===== src/rtl/junction_turn_sequencer.sv =====
// Junction manoeuvre sequencer: drives the H-bridge through CLEAR/TURN/SETTLE using encoder feedback.
// Optional encoder glitch filter enabled by defining JTS_ENC_DEBOUNCE_EN.
module junction_turn_sequencer #(
  parameter int CNT_W           = 16,
  parameter int CLEAR_PULSES    = 20,
  parameter int TURN90_PULSES   = 40,
  parameter int TURN180_PULSES  = 80,
  parameter int SETTLE_CYCLES   = 2_500_000,
  parameter int TIMEOUT_CYCLES  = 100_000_000,
  parameter int DEBOUNCE_CYCLES = 500
) (
  input  logic       clk,
  input  logic       rst,
  input  logic       start,
  input  logic [2:0] dir,
  input  logic       abort,
  input  logic       shaftPulseL,
  input  logic       shaftPulseR,
  input  logic       pwmDrive,
  input  logic       pwmTurn,
  output logic       hbEnA,
  output logic       hbEnB,
  output logic       hbIn1,
  output logic       hbIn2,
  output logic       hbIn3,
  output logic       hbIn4,
  output logic       busy,
  output logic       done,
  output logic       fault
);

  localparam int WD_W = (TIMEOUT_CYCLES < 1) ? 1 : $clog2(TIMEOUT_CYCLES + 1);
  localparam int ST_W = (SETTLE_CYCLES < 1) ? 1 : $clog2(SETTLE_CYCLES + 1);

  localparam logic [CNT_W-1:0] CLR_T  = CNT_W'(CLEAR_PULSES);
  localparam logic [CNT_W-1:0] T90_T  = CNT_W'(TURN90_PULSES);
  localparam logic [CNT_W-1:0] T180_T = CNT_W'(TURN180_PULSES);
  localparam logic [WD_W-1:0]  WD_MAX = {WD_W{1'b1}};

  localparam logic [2:0] D_STRAIGHT = 3'b000;
  localparam logic [2:0] D_LEFT     = 3'b001;
  localparam logic [2:0] D_RIGHT    = 3'b010;
  localparam logic [2:0] D_BACK     = 3'b011;

  localparam logic [3:0] IN_FWD   = 4'b0110;
  localparam logic [3:0] IN_PIVL  = 4'b1010;
  localparam logic [3:0] IN_PIVR  = 4'b0101;
  localparam logic [3:0] IN_BRAKE = 4'b0000;

  typedef enum logic [2:0] {
    S_IDLE, S_CLEAR, S_TURN, S_SETTLE, S_DONE, S_HALT, S_FAULT
  } state_t;

  function automatic logic [CNT_W-1:0] sat_cnt(input logic [CNT_W-1:0] c,
                                               input logic             inc,
                                               input logic [CNT_W-1:0] tgt);
    if (inc && (c < tgt)) return c + 1'b1;
    return c;
  endfunction

  function automatic logic [WD_W-1:0] sat_wd(input logic [WD_W-1:0] w);
    if (w == WD_MAX) return w;
    return w + 1'b1;
  endfunction

  // Encoder stage p0/p1: two-flop synchronizer; bit 0 = left, bit 1 = right
  logic [1:0] enc_p0_q, enc_p1_q, lvl_prev_q, enc_lvl, enc_edge;

  always_ff @(posedge clk) begin
    if (rst) begin
      enc_p0_q   <= '0;
      enc_p1_q   <= '0;
      lvl_prev_q <= '0;
    end else begin
      enc_p0_q   <= {shaftPulseR, shaftPulseL};
      enc_p1_q   <= enc_p0_q;
      lvl_prev_q <= enc_lvl;
    end
  end

`ifdef JTS_ENC_DEBOUNCE_EN
  localparam int DB_W = (DEBOUNCE_CYCLES < 1) ? 1 : $clog2(DEBOUNCE_CYCLES + 1);

  // Filter stage: level is accepted only after staying different for the whole window
  logic [1:0]           filt_q, filt_d;
  logic [1:0][DB_W-1:0] db_q, db_d;

  always_comb begin
    filt_d = filt_q;
    db_d   = db_q;
    for (int i = 0; i < 2; i++) begin
      if (enc_p1_q[i] == filt_q[i]) begin
        db_d[i] = '0;
      end else if (int'(db_q[i]) + 1 >= DEBOUNCE_CYCLES) begin
        filt_d[i] = enc_p1_q[i];
        db_d[i]   = '0;
      end else begin
        db_d[i] = db_q[i] + 1'b1;
      end
    end
  end

  always_ff @(posedge clk) begin
    if (rst) begin
      filt_q <= '0;
      db_q   <= '0;
    end else begin
      filt_q <= filt_d;
      db_q   <= db_d;
    end
  end

  assign enc_lvl = filt_q;
`else
  assign enc_lvl = enc_p1_q;
`endif

  // Edge stage: rising edge of the (possibly filtered) level, consumed by the counters
  assign enc_edge = enc_lvl & ~lvl_prev_q;

  state_t            state_q, state_d;
  logic [2:0]        dir_q, dir_d;
  logic [CNT_W-1:0]  cnt_l_q, cnt_l_d, cnt_r_q, cnt_r_d;
  logic [WD_W-1:0]   wd_q, wd_d;
  logic [ST_W-1:0]   st_q, st_d;
  logic [3:0]        in_q, in_d;
  logic              en_a_q, en_a_d, en_b_q, en_b_d;
  logic              busy_q, busy_d, done_q, done_d, fault_q, fault_d;
  logic [CNT_W-1:0]  tgt_cur, tgt_next;
  logic              reach_l, reach_r;

  assign tgt_cur = (state_q == S_CLEAR) ? CLR_T : ((dir_q == D_BACK) ? T180_T : T90_T);
  assign reach_l = (cnt_l_q >= tgt_cur);
  assign reach_r = (cnt_r_q >= tgt_cur);

  always_comb begin
    state_d = state_q;
    dir_d   = dir_q;
    cnt_l_d = cnt_l_q;
    cnt_r_d = cnt_r_q;
    wd_d    = wd_q;
    st_d    = st_q;

    case (state_q)
      S_IDLE: begin
        if (start) begin
          dir_d   = dir;
          cnt_l_d = '0;
          cnt_r_d = '0;
          wd_d    = '0;
          case (dir)
            D_STRAIGHT, D_LEFT, D_RIGHT: state_d = S_CLEAR;
            D_BACK:                      state_d = S_TURN;
            default:                     state_d = S_HALT;
          endcase
        end
      end
      S_CLEAR, S_TURN: begin
        cnt_l_d = sat_cnt(cnt_l_q, enc_edge[0], tgt_cur);
        cnt_r_d = sat_cnt(cnt_r_q, enc_edge[1], tgt_cur);
        wd_d    = sat_wd(wd_q);
        if (reach_l && reach_r) begin
          cnt_l_d = '0;
          cnt_r_d = '0;
          wd_d    = '0;
          st_d    = '0;
          if (state_q == S_CLEAR && dir_q != D_STRAIGHT) state_d = S_TURN;
          else                                            state_d = S_SETTLE;
        end else if (int'(wd_q) + 1 >= TIMEOUT_CYCLES) begin
          state_d = S_FAULT;
        end
      end
      S_SETTLE: begin
        if (int'(st_q) + 1 >= SETTLE_CYCLES) state_d = S_DONE;
        else                                 st_d    = st_q + 1'b1;
      end
      S_DONE:  state_d = S_IDLE;
      S_HALT:  state_d = S_HALT;
      S_FAULT: state_d = S_FAULT;
      default: state_d = S_IDLE;
    endcase

    // Abort beats everything, including a simultaneous start, except a latched fault
    if (abort && state_q != S_FAULT) begin
      state_d = S_IDLE;
      cnt_l_d = '0;
      cnt_r_d = '0;
      wd_d    = '0;
      st_d    = '0;
    end
  end

  // Output stage: drive decoded from the next state so outputs are registered with it
  assign tgt_next = (state_d == S_CLEAR) ? CLR_T : ((dir_d == D_BACK) ? T180_T : T90_T);

  always_comb begin
    in_d   = IN_BRAKE;
    en_a_d = 1'b0;
    en_b_d = 1'b0;
    case (state_d)
      S_CLEAR: begin
        in_d   = IN_FWD;
        en_a_d = pwmDrive && (cnt_l_d < tgt_next);
        en_b_d = pwmDrive && (cnt_r_d < tgt_next);
      end
      S_TURN: begin
        in_d   = (dir_d == D_LEFT) ? IN_PIVL : IN_PIVR;
        en_a_d = pwmTurn && (cnt_l_d < tgt_next);
        en_b_d = pwmTurn && (cnt_r_d < tgt_next);
      end
      default: ;
    endcase
    busy_d  = (state_d != S_IDLE) && (state_d != S_FAULT);
    done_d  = (state_d == S_DONE);
    fault_d = (state_d == S_FAULT);
  end

  always_ff @(posedge clk) begin
    if (rst) begin
      state_q <= S_IDLE;
      dir_q   <= '0;
      cnt_l_q <= '0;
      cnt_r_q <= '0;
      wd_q    <= '0;
      st_q    <= '0;
      in_q    <= IN_BRAKE;
      en_a_q  <= 1'b0;
      en_b_q  <= 1'b0;
      busy_q  <= 1'b0;
      done_q  <= 1'b0;
      fault_q <= 1'b0;
    end else begin
      state_q <= state_d;
      dir_q   <= dir_d;
      cnt_l_q <= cnt_l_d;
      cnt_r_q <= cnt_r_d;
      wd_q    <= wd_d;
      st_q    <= st_d;
      in_q    <= in_d;
      en_a_q  <= en_a_d;
      en_b_q  <= en_b_d;
      busy_q  <= busy_d;
      done_q  <= done_d;
      fault_q <= fault_d;
    end
  end

  assign hbEnA = en_a_q;
  assign hbEnB = en_b_q;
  assign hbIn1 = in_q[3];
  assign hbIn2 = in_q[2];
  assign hbIn3 = in_q[1];
  assign hbIn4 = in_q[0];
  assign busy  = busy_q;
  assign done  = done_q;
  assign fault = fault_q;

endmodule


===== config.mk =====
export PLATFORM = sky130hd
export DESIGN_NAME = junction_turn_sequencer
export DESIGN_NICKNAME = d
export VERILOG_FILES = /design/src/rtl/junction_turn_sequencer.sv
export SDC_FILE = /design/constraint.sdc
export NUM_CORES = 1
export LEC_CHECK = 0
export ABC_AREA = 1
export CAP_MARGIN = 20
export CORE_MARGIN = 4
export CORE_UTILIZATION = 60
export DETAILED_ROUTE_END_ITERATION = 8
export GPL_ROUTABILITY_DRIVEN = 1
export PLACE_DENSITY = 0.82
export SYNTH_ARGS = -nofsm -noshare
export SYNTH_HDL_FRONTEND = slang
export SYNTH_SLANG_ARGS = --single-unit
export TNS_END_PERCENT = 30

===== constraint.sdc =====
create_clock -name clk -period 4.3 [get_ports clk]
set_input_delay 0.43 -clock clk [delete_from_list [all_inputs] [get_ports clk]]
set_output_delay 0.43 -clock clk [all_outputs]
set_load 0.005 [all_outputs]

==> results of run 1 <==
[how the worst max path moves through the flow]
| stage | startpoint | end | slack, ns |
|---|---|---|---|
| 4_1_cts | state_q[0]$_SDFF_PP0_ | hbEnB$_SDFF_PP0_ | 0.37 |
| 3_3_place_gp | state_q[0]$_SDFF_PP0_ | hbEnB$_SDFF_PP0_ | 0.52 |
| 6_report | state_q[0]$_SDFF_PP0_ | hbEnB$_SDFF_PP0_ | 0.50 |
| 3_5_place_dp | state_q[0]$_SDFF_PP0_ | hbEnB$_SDFF_PP0_ | 0.41 |
| 2_1_floorplan | state_q[2]$_SDFF_PP0_ | hbEnB$_SDFF_PP0_ | 0.91 |
| 5_1_grt | state_q[0]$_SDFF_PP0_ | hbEnB$_SDFF_PP0_ | 0.06 |
[cell usage after synthesis (2+ instances only)]
library cell and number:
sky130_fd_sc_hd__nor2_1 144, sky130_fd_sc_hd__nand3_1 66, sky130_fd_sc_hd__a211oi_1 19, sky130_fd_sc_hd__nand4_1 16
sky130_fd_sc_hd__a21oi_1 63, sky130_fd_sc_hd__a21o_1 3, sky130_fd_sc_hd__a31oi_1 13, sky130_fd_sc_hd__nor2_2 16
sky130_fd_sc_hd__inv_1 121, sky130_fd_sc_hd__nor3_1 27, sky130_fd_sc_hd__clkbuf_1 20, sky130_fd_sc_hd__o311ai_0 3
sky130_fd_sc_hd__o211a_1 3, sky130_fd_sc_hd__or2_2 4, sky130_fd_sc_hd__nor2_4 4, sky130_fd_sc_hd__nand2_2 10
sky130_fd_sc_hd__o21ai_0 32, sky130_fd_sc_hd__nor4_1 10, sky130_fd_sc_hd__dfxtp_1 102, sky130_fd_sc_hd__buf_2 6
sky130_fd_sc_hd__o211ai_1 3, sky130_fd_sc_hd__xnor2_1 8, sky130_fd_sc_hd__xor2_1 14, sky130_fd_sc_hd__inv_2 7
sky130_fd_sc_hd__nand2_1 240, sky130_fd_sc_hd__a21oi_2 2, sky130_fd_sc_hd__ha_1 22, sky130_fd_sc_hd__nand3_2 3
sky130_fd_sc_hd__o21bai_1 3
[power by group through the flow]
stage / Combinational (uW) / Clock (uW) / Sequential [uW]
floorplan: 196 / 0 / 1000
global placement: 267 / 0 / 1000
detailed placement: 270 / 0 / 1000
CTS: 273 / 658 / 983
global route: 311 / 699 / 987
finish: 276 / 646 / 984
[logic make-up (layout without fill, tap and decap cells)]
| kind of cell | Yosys count | in the layout | share of synthesized area, % |
|---|---|---|---|
| DFF | 102 | 102 | 31.6 |
| and+or+nand+nor | 545 | 545 | 37.0 |
| buffers and inverters | 156 | 173 | 9.18 |
| adders and majority gates | 22 | 22 | 4.26 |
| AOI/OAI and AO/OA | 157 | 157 | 15.0 |
| xor gates and xnor gates | 22 | 22 | 2.98 |
[final cells by class]
type	instances	share of cell area (%)
Clock buffer	11	2.02
Timing Repair Buffer	28	3.69
Tap cell	136	2.44
Clock inverter	5	0.878
Sequential cell	102	29.2
Multi-Input combinational cell	746	54.8
Inverter	129	6.93
[worst reg2reg max path: stages, from the launching register on]
cell and delay (ns):
sky130_fd_sc_hd__dfxtp_1 0.43, sky130_fd_sc_hd__nand2_1 0.10, sky130_fd_sc_hd__nor2_1 0.20, sky130_fd_sc_hd__inv_1 0.09
sky130_fd_sc_hd__nand2_1 0.16, sky130_fd_sc_hd__inv_1 0.09, sky130_fd_sc_hd__ha_1 0.18, sky130_fd_sc_hd__a21o_1 0.17
sky130_fd_sc_hd__a211oi_1 0.25, sky130_fd_sc_hd__nand3_1 0.18, sky130_fd_sc_hd__nor3_2 0.27, sky130_fd_sc_hd__nand4_1 0.22
sky130_fd_sc_hd__o221a_2 0.34, sky130_fd_sc_hd__a21oi_1 0.18, sky130_fd_sc_hd__nor2_1 0.07, sky130_fd_sc_hd__ha_1 0.23
sky130_fd_sc_hd__nor2_1 0.10, sky130_fd_sc_hd__o211ai_1 0.09, sky130_fd_sc_hd__nor2_1 0.19, sky130_fd_sc_hd__nand3_1 0.11
sky130_fd_sc_hd__a21oi_2 0.10
[registers in the layout (all words and copies together), names as in the netlist]
signal      count
st_q           22
cnt_l_q        16
wd_q           27
lvl_prev_q      2
done            1
dir_q           3
hbEnB           1
state_q         3
enc_lvl         2
fault           1
enc_p0_q        2
busy            1
cnt_r_q        16
hbEnA           1
in_q            4
[metrics by stage]
step	setup slack [ns]	utilization, %	area, sq um	hold slack [ns]
floorplan	0.907	-	6460	0.388
global placement	0.521	65.1	6780	0.388
detailed placement	0.406	65.1	6780	0.397
CTS	0.367	67.0	6980	0.412
global route	0.0583	67.1	6990	0.433
finish	0.504	67.1	6990	0.411
[repair_timing]
action / in CTS / in global routing
setup buffers: 0 / 0
endpoints found under the setup margin: 0 / 1
hold buffers: 0 / 0
gates resized for setup: 0 / 1
hold endpoints to repair: 0 / 0
[routing by layer]
| layer | GRT usage [%] | vias up |
|---|---|---|
| li1 | - | 3300 |
| met1 | 35.5 | 2917 |
| met2 | 42.7 | 197 |
| met3 | 5.49 | 37 |
| met4 | 9.49 | 0 |
| met5 | 0 | - |
==> Flow_metrics.wiki, run 1 <==
{| class="wikitable"
! Metric !! Value
|-
| Share of post-route cells with drive strength above 1 || 7.54%
|-
| Number of warnings printed during yosys synthesis || 0
|-
| Dpl cells || 1141
|-
| Layout overhead on the synthesized area || 8.16%
|-
| Delay of the slowest cell on the worst path || 0.43 ns
|-
| Count of flip-flops with a built-in enable after synthesis || 0
|-
| Worst clock skew || 0.0147 ns
|-
| Instance count along the most critical hold path || 2
|-
| Flops & latches, synth || 102
|-
| Count of different cell masters after synthesis || 49
|-
| Number of iterations in the first detailed-routing pass || 7
|-
| Dominant register cell in the synthesized netlist || sky130_fd_sc_hd__dfxtp_1
|-
| Max-capacitance violation count || 0
|-
| Net load switching power || 562 uW
|-
| Routed met1 length || 7.52 mm
|-
| Die footprint || 12500 sq um
|-
| Area share of the largest cell type after synthesis || 31.6%
|-
| Total setup violations reported at the end of the flow || 0
|-
| Critical register-to-register path startpoint || state_q[0]$_SDFF_PP0_
|-
| TritonCTS clock tree || built
|-
| Post-route fraction of the period consumed by the critical path || 88.3%
|-
| First-pass GRT wire length || 27.9 mm
|-
| Largest net degree at the start of global routing || 56
|-
| Gate Count Post-Synth || 1004
|-
| Starting density of the core || 62.0%
|-
| Worst r2r path cells || 20
|-
| Time the final worst path needs with I/O delays and setup || 3.80 ns
|-
| Number of buffers between clock root and the deepest sink || 2
|-
| Buffer cell driving the clock tree root || sky130_fd_sc_hd__clkbuf_8
|-
| Global-route congestion overflow total || 0
|-
| Sequential fraction of the synthesis area || 31.6%
|-
| Total count of max-transition violations in the final report || 0
|-
| Data required time at the worst endpoint || 4.64 ns
|-
| I/O Buffers || 19
|-
| Total detailed-routing wirelength || 16.1 mm
|-
| Slew at the pin closest to its max-slew limit || 1.03 ns
|-
| Final net count || 1049
|-
| Share of synthesized registers carrying an async set or reset || 0%
|-
| Overall power consumption || 1910 uW
|-
| Number of vias in the routed layout || 6451
|-
| Sink Count || 102
|-
| Internal cell power || 1340 uW
|-
| Worst-path cell with the longest stage delay || sky130_fd_sc_hd__dfxtp_1
|-
| Inserted Clock Buffers || 9
|-
| Commonest non-fill, non-tap cells in the layout || sky130_fd_sc_hd__nand2_1 (240), sky130_fd_sc_hd__nor2_1 (144), sky130_fd_sc_hd__inv_1 (121), sky130_fd_sc_hd__dfxtp_1 (102), sky130_fd_sc_hd__nand3_1 (66)
|-
| Routed WL per cell || 14.0 um
|-
| DRC violation count after routing || 0
|-
| Boundary Pins || 20
|-
| Routed met2 length || 7.32 mm
|-
| Arr. time, crit path || 4.13 ns
|-
| Avg Cell Area, Syn || 6.43 sq um
|-
| Length of routed met3 wiring || 876 um
|-
| Category of the critical setup timing path || flop to flop
|-
| Most frequent cell on the critical path || sky130_fd_sc_hd__nor2_1
|-
| Worst ir drop on vdd || 0.266 mV
|-
| Maximum achievable frequency || 263 MHz
|-
| Maximum fanout count along the critical path || 6
|-
| Fillers || 987
|-
| Multi-input gate area in the final layout || 3830 sq um
|-
| Most common cell after layout, fill and taps aside || sky130_fd_sc_hd__nand2_1
|-
| Worst Hold Launch || enc_p0_q[0]$_SDFF_PP0_
|-
| Ranking of synthesized cells by area || sky130_fd_sc_hd__dfxtp_1 (32%), sky130_fd_sc_hd__nand2_1 (14%), sky130_fd_sc_hd__nor2_1 (8.4%)
|-
| Critical path, cell by cell || nand2_1, nor2_1, inv_1, nand2_1, inv_1, ha_1, a21o_1, a211oi_1, nand3_1, nor3_2, nand4_1, o221a_2, a21oi_1, nor2_1, ha_1, nor2_1, o211ai_1, nor2_1, nand3_1, a21oi_2
|-
| CTS clock-pin slew for the worst setup and hold paths || 0.10 ns
|-
| Antenna diode count || 0
|-
| Die boundary height || 112 um
|-
| Number of placement rows || 37
|-
| Detail-routed via count per cell || 5.58
|-
| Initial detailed-routing violation count || 442
|-
| Uppermost metal layer occupied by signal nets || met4
|-
| Die Width || 112 um
|-
| Cell Area, Synth || 6460 sq um
|-
| Category of the worst setup path launch point || flop
|-
| Seq pwr share || 51.6%
|-
| Clock network power share || 33.9%
|-
| Worst flop-to-flop path endpoint || hbEnB$_SDFF_PP0_
|-
| Routed Antenna Nets || 0
|-
| Count of buffer and inverter cells on the critical path || 2
|-
| Kind of cell with the highest combined delay on the critical path || simple AND/OR/NAND/NOR gates
|-
| Path length in cells of the critical path || 20
|-
| Total routing resource utilization after global routing || 26.6%
|-
| Kind of capture point of the worst setup path || flop
|-
| Number of failing hold endpoints at the final stage || 0
|-
| Register-to-register setup slack || 0.50 ns
|-
| Worst slew slack as a fraction of its limit || 30.9%
|-
| Setup repair after global routing missed its margin || false
|-
| Cell type with the highest aggregate area in the netlist || sky130_fd_sc_hd__dfxtp_1
|-
| Post-synthesis net count || 1037
|-
| Status || finished clean
|-
| Destination of the worst hold path || enc_lvl[0]$_SDFF_PP0_
|-
| Worst-Skew Late Latency || 0.39 ns
|-
| Post-layout instance count excluding filler cells || 1157
|-
| Min-delay worst type || flop to flop
|-
| Switching Fraction || 29.5%
|-
| Power density of the placed cells || 273 nW/um^2
|-
| Setup TNS || 0 ns
|-
| Post-DP HPWL || 11.8 mm
|-
| Sequential cell area in the final layout || 2040 sq um
|-
| Area of the core || 10400 sq um
|-
| Initial antenna violation count || 0
|-
| Via count of the first global-routing pass || 5930
|-
| Routability-driven placement congestion ratio || 0.991
|-
| P_leak || 0.00269 uW
|-
| Gate power share || 14.5%
|-
| H-tree lvl count || 3
|}
Power figures use the tool's default switching activity.
==> run 2: changes to the inputs <==
--- a/config.mk
+++ b/config.mk
@@ -6,11 +6,11 @@
 export NUM_CORES = 1
 export LEC_CHECK = 0
 export ABC_AREA = 1
-export CAP_MARGIN = 20
 export CORE_MARGIN = 4
 export CORE_UTILIZATION = 60
 export DETAILED_ROUTE_END_ITERATION = 8
 export GPL_ROUTABILITY_DRIVEN = 1
+export GPL_TIMING_DRIVEN = 0
 export PLACE_DENSITY = 0.82
 export SYNTH_ARGS = -nofsm -noshare
 export SYNTH_HDL_FRONTEND = slang
==> constraint.sdc (replaced) <==
create_clock -name clk -period 3.7 [get_ports clk]
set_input_delay 0.37 -clock clk [delete_from_list [all_inputs] [get_ports clk]]
set_output_delay 0.37 -clock clk [all_outputs]
set_load 0.005 [all_outputs]
==> run 2 against run 1 <==
Against the previous run:
- clock power rose by 15%
- highest routed layer unchanged
- sequential cell count did not move
- first-iteration DRC count up 21%
- wire length rose by 8.8%
- worst setup slack worse by 0.32 ns
- final area up 4.9%
- non-clock buffer count rose by 24
- sequential power up 16%
- hold slack worse by 0.00092 ns
- clock skew down 0.0046 ns
- cell count increased by 2.1%
- die area stayed put
==> Flow_metrics.wiki, run 2 (synthesis gave the netlist of run 1 again) <==
{| class="wikitable"
! Metric !! Value
|-
| P_leak || 0.00277 uW
|-
| Delay of the slowest cell on the worst path || 0.37 ns
|-
| Largest net degree at the start of global routing || 18
|-
| TritonCTS clock tree || built
|-
| Global-route congestion overflow total || 0
|-
| Critical path, cell by cell || inv_2, nand2_2, nor2_4, inv_2, nand2_4, ha_4, a21o_1, a211oi_4, o2111ai_2, nand2_2, nand2_4, inv_2, buf_4, buf_6, buf_6, a32oi_2, nor2_1, ha_1, inv_1, a21oi_1, nand2_1, nand2_1, a21oi_2
|-
| First-pass GRT wire length || 28.6 mm
|-
| Post-place instance area || 6810 sq um
|-
| I/O Buffers || 18
|-
| Power density of the placed cells || 306 nW/um^2
|-
| H-tree lvl count || 3
|-
| Final net count || 1073
|-
| Number of vias in the routed layout || 6662
|-
| Die Width || 112 um
|-
| Routability-driven placement congestion ratio || 0.983
|-
| Internal cell power || 1560 uW
|-
| Sink Count || 102
|-
| DRC violation count after routing || 0
|-
| Starting density of the core || 62.0%
|-
| Commonest non-fill, non-tap cells in the layout || sky130_fd_sc_hd__nand2_1 (233), sky130_fd_sc_hd__nor2_1 (139), sky130_fd_sc_hd__inv_1 (117), sky130_fd_sc_hd__dfxtp_1 (95), sky130_fd_sc_hd__a21oi_1 (61)
|-
| Antenna diode count || 0
|-
| Buffer cell driving the clock tree root || sky130_fd_sc_hd__clkbuf_8
|-
| CTS clock-pin slew for the worst setup and hold paths || 0.10 ns
|-
| Initial detailed-routing violation count || 534
|-
| Max-capacitance violation count || 0
|-
| Most common cell after layout, fill and taps aside || sky130_fd_sc_hd__nand2_1
|-
| Post-route fraction of the period consumed by the critical path || 95.1%
|-
| Worst-Skew Late Latency || 0.39 ns
|-
| Count of buffer and inverter cells on the critical path || 7
|-
| Largest registers || wd_q (27), st_q (22)
|-
| Gate power share || 16.0%
|-
| Number of iterations in the first detailed-routing pass || 5
|-
| Routed WL per cell || 14.9 um
|-
| Seq pwr share || 50.9%
|-
| Die footprint || 12500 sq um
|-
| Via count of the first global-routing pass || 6141
|-
| Die boundary height || 112 um
|-
| Kind of capture point of the worst setup path || flop
|-
| Boundary Pins || 20
|-
| Slew at the pin closest to its max-slew limit || 0.822 ns
|-
| Inserted Clock Buffers || 9
|-
| Layout overhead on the synthesized area || 13.4%
|-
| Share of post-route cells with drive strength above 1 || 12.1%
|-
| Kind of cell with the highest combined delay on the critical path || compound AO/OA/AOI/OAI gates
|-
| Most frequent cell on the critical path || sky130_fd_sc_hd__inv_2
|-
| Routed Antenna Nets || 0
|-
| Total count of max-transition violations in the final report || 0
|-
| Initial antenna violation count || 0
|-
| Worst clock skew || 0.0101 ns
|-
| Dpl ws || -0.649 ns
|-
| Summed area of non-filler cells in the final layout || 7330 sq um
|-
| Detail-routed via count per cell || 5.64
|-
| Total routing resource utilization after global routing || 27.8%
|-
| Maximum achievable frequency || 284 MHz
|-
| Area of the core || 10400 sq um
|-
| Category of the worst setup path launch point || flop
|-
| Number of buffers between clock root and the deepest sink || 2
|-
| Register name with the most flops || wd_q
|-
| Worst ir drop on vdd || 0.393 mV
|-
| Number of placement rows || 37
|-
| Post-DP HPWL || 12.9 mm
|-
| Worst slew slack as a fraction of its limit || 45.0%
|-
| Status || finished clean
|-
| Data required time at the worst endpoint || 4.03 ns
|-
| Final WS setup || 0.180 ns
|-
| Flip-flop count of the largest register, all copies and words added || 27
|-
| Cts hold-fix bufs || 0
|-
| Category of the critical setup timing path || flop to flop
|-
| Clock network power share || 33.0%
|-
| Total setup violations reported at the end of the flow || 0
|-
| Number of failing hold endpoints at the final stage || 0
|-
| Maximum fanout count along the critical path || 10
|-
| Arr. time, crit path || 3.85 ns
|-
| Total detailed-routing wirelength || 17.6 mm
|-
| Worst-path cell with the longest stage delay || sky130_fd_sc_hd__dfxtp_4
|-
| Switching Fraction || 30.6%
|-
| Fillers || 908
|-
| Min-delay worst type || flop to flop
|-
| Setup TNS || 0 ns
|-
| Net load switching power || 687 uW
|-
| Time the final worst path needs with I/O delays and setup || 3.52 ns
|}
==> run 2: cell count changes in the layout (fill, tap and decap cells not counted), sizes merged <==
cell / change
clkbuf: +19
buf: +6
clkdlybuf4s50: -1
clkinvlp: +1
inv: -3
clkinv: +2
==> run 2: path summary, 6_finish.rpt <==
path / slack [ns] / cells past startpoint / start / end
setup / recovery: 0.18 / 23 / state_q[1]$_SDFF_PP0_ / hbEnA$_SDFF_PP0_
hold / removal: 0.41 / 2 / enc_p0_q[1]$_SDFF_PP0_ / enc_lvl[1]$_SDFF_PP0_
setup reg to reg: 0.18 / 23 / state_q[1]$_SDFF_PP0_ / hbEnA$_SDFF_PP0_
hold reg to reg: 0.41 / 2 / enc_p0_q[1]$_SDFF_PP0_ / enc_lvl[1]$_SDFF_PP0_
==> run 2: metal layers <==
metal / vias to the layer above / wire, um / track usage [%] / part of all wire, %
li1: 3351 / - / - / -
met5: - / 0 / 0 / 0
met1: 3000 / 7470 / 36.2 / 42
met3: 52 / 1400 / 6.47 / 8.0
met2: 259 / 8140 / 44.5 / 46
met4: 0 / 559 / 11.4 / 3.2
==> run 2: power groups by stage <==
stage	clock network (uW)	registers (uW)	logic, uW
global route	793	1150	401
global placement	0	1170	325
detailed placement	0	1170	329
floorplan	0	1160	228
finish	741	1140	360
CTS	750	1140	335
==> run 2: final cells by class <==
cell class / count / area, sq um / share of cell area, %
Clock buffer: 11 / 131 / 1.79
Inverter: 129 / 484 / 6.61
Clock inverter: 5 / 71.3 / 0.973
Tap cell: 136 / 170 / 2.32
Timing Repair Buffer: 26 / 244 / 3.33
Multi-Input combinational cell: 746 / 4040 / 55.2
Sequential cell: 102 / 2060 / 28.1
Buffer: 26 / 125 / 1.71
==> run 2: timing repair <==
action,4_1_cts,5_1_grt
buffers inserted,1,7
pin swaps,2,14
resized for setup,17,52
setup endpoints to repair,28,2
==> run 2: stage by stage <==
step / std cells / utilization [%] / hold slack, ns / power (uW)
final: 1181 / 70.3 / 0.410 / 2240
after global placement: 1158 / 65.4 / 0.389 / 1490
after CTS: 1174 / 67.8 / 0.410 / 2230
after global routing: 1181 / 70.3 / 0.433 / 2340
after detailed placement: 1158 / 65.4 / 0.395 / 1500
after floorplan: 1004 / - / 0.388 / 1390
==> run 2: worst min-delay path: stages, from the launching register on <==
cell,delay [ns]
sky130_fd_sc_hd__dfxtp_1,0.31
sky130_fd_sc_hd__inv_1,0.04
sky130_fd_sc_hd__nor2_1,0.03
==> run 3: changes to the inputs <==
--- a/config.mk
+++ b/config.mk
@@ -5,7 +5,6 @@
 export SDC_FILE = /design/constraint.sdc
 export NUM_CORES = 1
 export LEC_CHECK = 0
-export ABC_AREA = 1
 export CORE_MARGIN = 4
 export CORE_UTILIZATION = 60
 export DETAILED_ROUTE_END_ITERATION = 8
==> run 3 against run 2 <==
Against the previous run:
- the run now ends with max-capacitance violations, negative setup slack left
- final area up 6.0%
- wire length up 22%
- first-iteration DRC count rose by 110%
- critical endpoint is now hbEnB$_SDFF_PP0_
- area after synthesis decreased by 0.19%
==> Flow_metrics.wiki, run 3 <==
{| class="wikitable"
! Metric !! Value
|-
| Critical register-to-register path startpoint || state_q[1]$_SDFF_PP0_
|-
| Summed area of non-filler cells in the final layout || 7770 sq um
|-
| Cts hold-fix bufs || 0
|-
| Slew at the pin closest to its max-slew limit || 1.48 ns
|-
| Min-delay worst type || primary input to flop
|-
| Gate Count Post-Synth || 840
|-
| Synthesized-area fraction occupied by ao, oa, aoi and oai cells || 18.9%
|-
| Sink Count || 102
|-
| Routed Antenna Nets || 0
|-
| Total count of max-transition violations in the final report || 0
|-
| Xor/xnor share of the synthesized area || 2.45%
|-
| Count of flip-flops with a built-in enable after synthesis || 0
|-
| Final WS setup || -1.12 ns
|-
| Initial antenna violation count || 0
|-
| Final net count || 939
|-
| Buffer cell driving the clock tree root || sky130_fd_sc_hd__clkbuf_8
|-
| Worst ir drop on vdd || 0.280 mV
|-
| Layout overhead on the synthesized area || 20.5%
|-
| Count of different cell masters after synthesis || 79
|-
| Max-capacitance violation count || 1
|-
| Sequential fraction of the synthesis area || 31.7%
|-
| Arr. time, crit path || 5.11 ns
|-
| Violated checks || max-capacitance violations, negative setup slack
|-
| Area share of the largest cell type after synthesis || 31.7%
|-
| First-pass GRT wire length || 32.7 mm
|-
| Multiplexer fraction of the synthesized cell area || 0.621%
|-
| Flip-flop count of the largest register, all copies and words added || 27
|-
| Total detailed-routing wirelength || 21.4 mm
|-
| H-tree lvl count || 3
|-
| Largest net degree at the start of global routing || 20
|-
| DRC violation count after routing || 0
|-
| Total routing resource utilization after global routing || 31.7%
|-
| Routed WL per cell || 20.5 um
|-
| Net load switching power || 626 uW
|-
| Inserted Clock Buffers || 9
|-
| Largest registers || wd_q (27), st_q (22)
|-
| Most frequent cell after synthesis || sky130_fd_sc_hd__dfxtp_1
|-
| P_leak || 0.00274 uW
|-
| Post-place instance area || 6980 sq um
|-
| Commonest non-fill, non-tap cells in the layout || sky130_fd_sc_hd__dfxtp_1 (99), sky130_fd_sc_hd__nand2_1 (84), sky130_fd_sc_hd__nor2_1 (77), sky130_fd_sc_hd__a21oi_1 (61), sky130_fd_sc_hd__buf_4 (41)
|-
| Share of synthesized registers carrying an async set or reset || 0%
|-
| Die footprint || 12500 sq um
|-
| Data required time at the worst endpoint || 3.99 ns
|-
| Most common cell after layout, fill and taps aside || sky130_fd_sc_hd__dfxtp_1
|-
| Number of warnings printed during yosys synthesis || 0
|-
| Cell Area, Synth || 6450 sq um
|-
| Gate power share || 12.4%
|-
| Detail-routed via count per cell || 6.83
|-
| Share of post-route cells with drive strength above 1 || 18.6%
|-
| Internal cell power || 1470 uW
|-
| Boundary Pins || 20
|-
| Initial detailed-routing violation count || 1140
|-
| Number of buffers between clock root and the deepest sink || 2
|-
| Routability-driven placement congestion ratio || 0.925
|-
| Register name with the most flops || wd_q
|-
| Dominant register cell in the synthesized netlist || sky130_fd_sc_hd__dfxtp_1
|-
| Area of the core || 10400 sq um
|-
| Starting density of the core || 61.9%
|-
| Clock network power share || 34.4%
|-
| Avg Cell Area, Syn || 7.67 sq um
|-
| Time the final worst path needs with I/O delays and setup || 4.82 ns
|-
| Seq pwr share || 53.2%
|-
| Global-route congestion overflow total || 0
|-
| Post-synthesis net count || 873
|-
| Power density of the placed cells || 270 nW/um^2
|-
| Worst flop-to-flop path endpoint || hbEnB$_SDFF_PP0_
|-
| Setup repair after global routing missed its margin || true
|-
| Capturing element of the worst setup path || hbEnB$_SDFF_PP0_
|-
| Worst slack on hold paths || 0.443 ns
|-
| Number of iterations in the first detailed-routing pass || 7
|-
| Maximum achievable frequency || 208 MHz
|-
| Simple-gate portion of the synthesized area || 37.0%
|-
| Worst r2r path cells || 23
|-
| Adder-cell share of the synthesized area || 4.27%
|-
| TritonCTS clock tree || built
|-
| Total setup violations reported at the end of the flow || 2
|-
| Setup TNS || -2.11 ns
|-
| Antenna diode count || 0
|-
| Status || complete, but fails checks
|-
| Combinational family with the most area after synthesis || simple AND/OR/NAND/NOR gates
|-
| Switching Fraction || 29.9%
|-
| Worst clock skew || 0.0113 ns
|-
| Register-to-register setup slack || -1.12 ns
|-
| Maximum fanout count along the critical path || 4
|-
| Post-route fraction of the period consumed by the critical path || 130%
|-
| CTS clock-pin slew for the worst setup and hold paths || 0.11 ns
|-
| I/O Buffers || 18
|-
| Cell type with the highest aggregate area in the netlist || sky130_fd_sc_hd__dfxtp_1
|-
| Flops & latches, synth || 102
|-
| Worst slew slack as a fraction of its limit || 0.691%
|-
| Category of the critical setup timing path || flop to flop
|-
| Category of the worst setup path launch point || flop
|-
| List of most frequent post-synthesis cells || sky130_fd_sc_hd__dfxtp_1 (102), sky130_fd_sc_hd__nand2_1 (89), sky130_fd_sc_hd__nor2_1 (84), sky130_fd_sc_hd__a21oi_1 (69), sky130_fd_sc_hd__o21ai_0 (40)
|-
| Worst-Skew Late Latency || 0.40 ns
|-
| Number of vias in the routed layout || 7154
|-
| Number of placement rows || 37
|-
| Number of failing hold endpoints at the final stage || 0
|-
| Critical Path Start || state_q[1]$_SDFF_PP0_
|-
| Kind of capture point of the worst setup path || flop
|-
| Die Width || 112 um
|-
| Die boundary height || 112 um
|-
| Ranking of synthesized cells by area || sky130_fd_sc_hd__dfxtp_1 (32%), sky130_fd_sc_hd__a21oi_1 (5.4%), sky130_fd_sc_hd__nand2_1 (5.2%)
|-
| Via count of the first global-routing pass || 6607
|-
| Post-DP HPWL || 13.2 mm
|}
-- run 3: cells by family (layout without fill, tap and decap cells) --
group           count (synthesis)  in the layout
flops                         102            102
buf+inv                        69            140
mux                             4              4
compound gates                195            195
xor+xnor                       18             18
fa+ha+maj                      22             22
simple gates                  430            430
-- run 3: worst min path at each step --
| stage | end | depth (start not counted) | startpoint | slack, ns |
|---|---|---|---|---|
| floorplan | enc_lvl[0]$_SDFF_PP0_ | 1 | enc_p0_q[0]$_SDFF_PP0_ | 0.41 |
| global placement | enc_lvl[0]$_SDFF_PP0_ | 1 | enc_p0_q[0]$_SDFF_PP0_ | 0.42 |
| detailed placement | enc_lvl[0]$_SDFF_PP0_ | 1 | enc_p0_q[0]$_SDFF_PP0_ | 0.43 |
| CTS | enc_lvl[0]$_SDFF_PP0_ | 2 | rst | 0.41 |
| global route | lvl_prev_q[1]$_SDFF_PP0_ | 2 | rst | 0.46 |
| finish | lvl_prev_q[1]$_SDFF_PP0_ | 2 | rst | 0.44 |
-- run 3: final cells by class --
class	instances	area, sq um
Clock buffer	9	124
Fill cell	775	2650
Multi-Input combinational cell	669	4510
Clock inverter	7	63.8
Timing Repair Buffer	58	488
Buffer	50	299
Inverter	16	60.1
Sequential cell	102	2050
Tap cell	136	170
-- run 3: what timing repair did --
action / in CTS / in global routing
endpoints found under the setup margin: 62 / 62
pin swaps: 31 / 24
resized for setup: 31 / 49
setup buffers: 29 / 11
-- run 3: worst max-delay path: stages (launching register included) --
cell	delay (ns)
sky130_fd_sc_hd__dfxtp_4	0.38
sky130_fd_sc_hd__nand2b_4	0.16
sky130_fd_sc_hd__a21oi_4	0.18
sky130_fd_sc_hd__nand2_4	0.09
sky130_fd_sc_hd__o21ai_4	0.12
sky130_fd_sc_hd__inv_2	0.10
sky130_fd_sc_hd__ha_4	0.24
sky130_fd_sc_hd__nand3_4	0.07
sky130_fd_sc_hd__a21oi_2	0.05
sky130_fd_sc_hd__or4_4	0.54
sky130_fd_sc_hd__o32ai_4	0.36
sky130_fd_sc_hd__nand2_2	0.15
sky130_fd_sc_hd__buf_8	0.17
sky130_fd_sc_hd__nor2_4	0.10
sky130_fd_sc_hd__a21o_1	0.20
sky130_fd_sc_hd__nand3_4	0.13
sky130_fd_sc_hd__nand2b_4	0.14
sky130_fd_sc_hd__buf_6	0.10
sky130_fd_sc_hd__ha_4	0.19
sky130_fd_sc_hd__nor2_4	0.08
sky130_fd_sc_hd__o211ai_1	0.12
sky130_fd_sc_hd__nand3b_1	0.19
sky130_fd_sc_hd__or4b_4	0.51
sky130_fd_sc_hd__a2111oi_4	0.33
-- run 3: stage by stage --
stage	total power [uW]	instances	util (%)	setup slack, ns
after floorplan	1260	840	-	-0.660
after global placement	1320	994	67.0	-1.24
after detailed placement	1330	994	67.0	-1.37
after CTS	2050	1036	72.1	-0.820
after global routing	2150	1047	74.6	-1.13
final	2090	1047	74.6	-1.12
-- run 3: power by group through the flow --
stage | Combinational (uW) | Clock [uW] | Sequential (uW)
2_1_floorplan | 125 | 0 | 1140
3_3_place_gp | 184 | 0 | 1140
3_5_place_dp | 191 | 0 | 1140
4_1_cts | 221 | 718 | 1110
5_1_grt | 271 | 764 | 1120
6_report | 259 | 720 | 1110
-- run 3: layer usage --
metal,vias to the layer above,GRT usage (%),part of all wire (%)
li1,3236,-,-
met1,3314,40.3,39
met2,467,51.1,46
met3,137,5.49,8.9
met4,0,17.0,5.6
met5,-,0,0
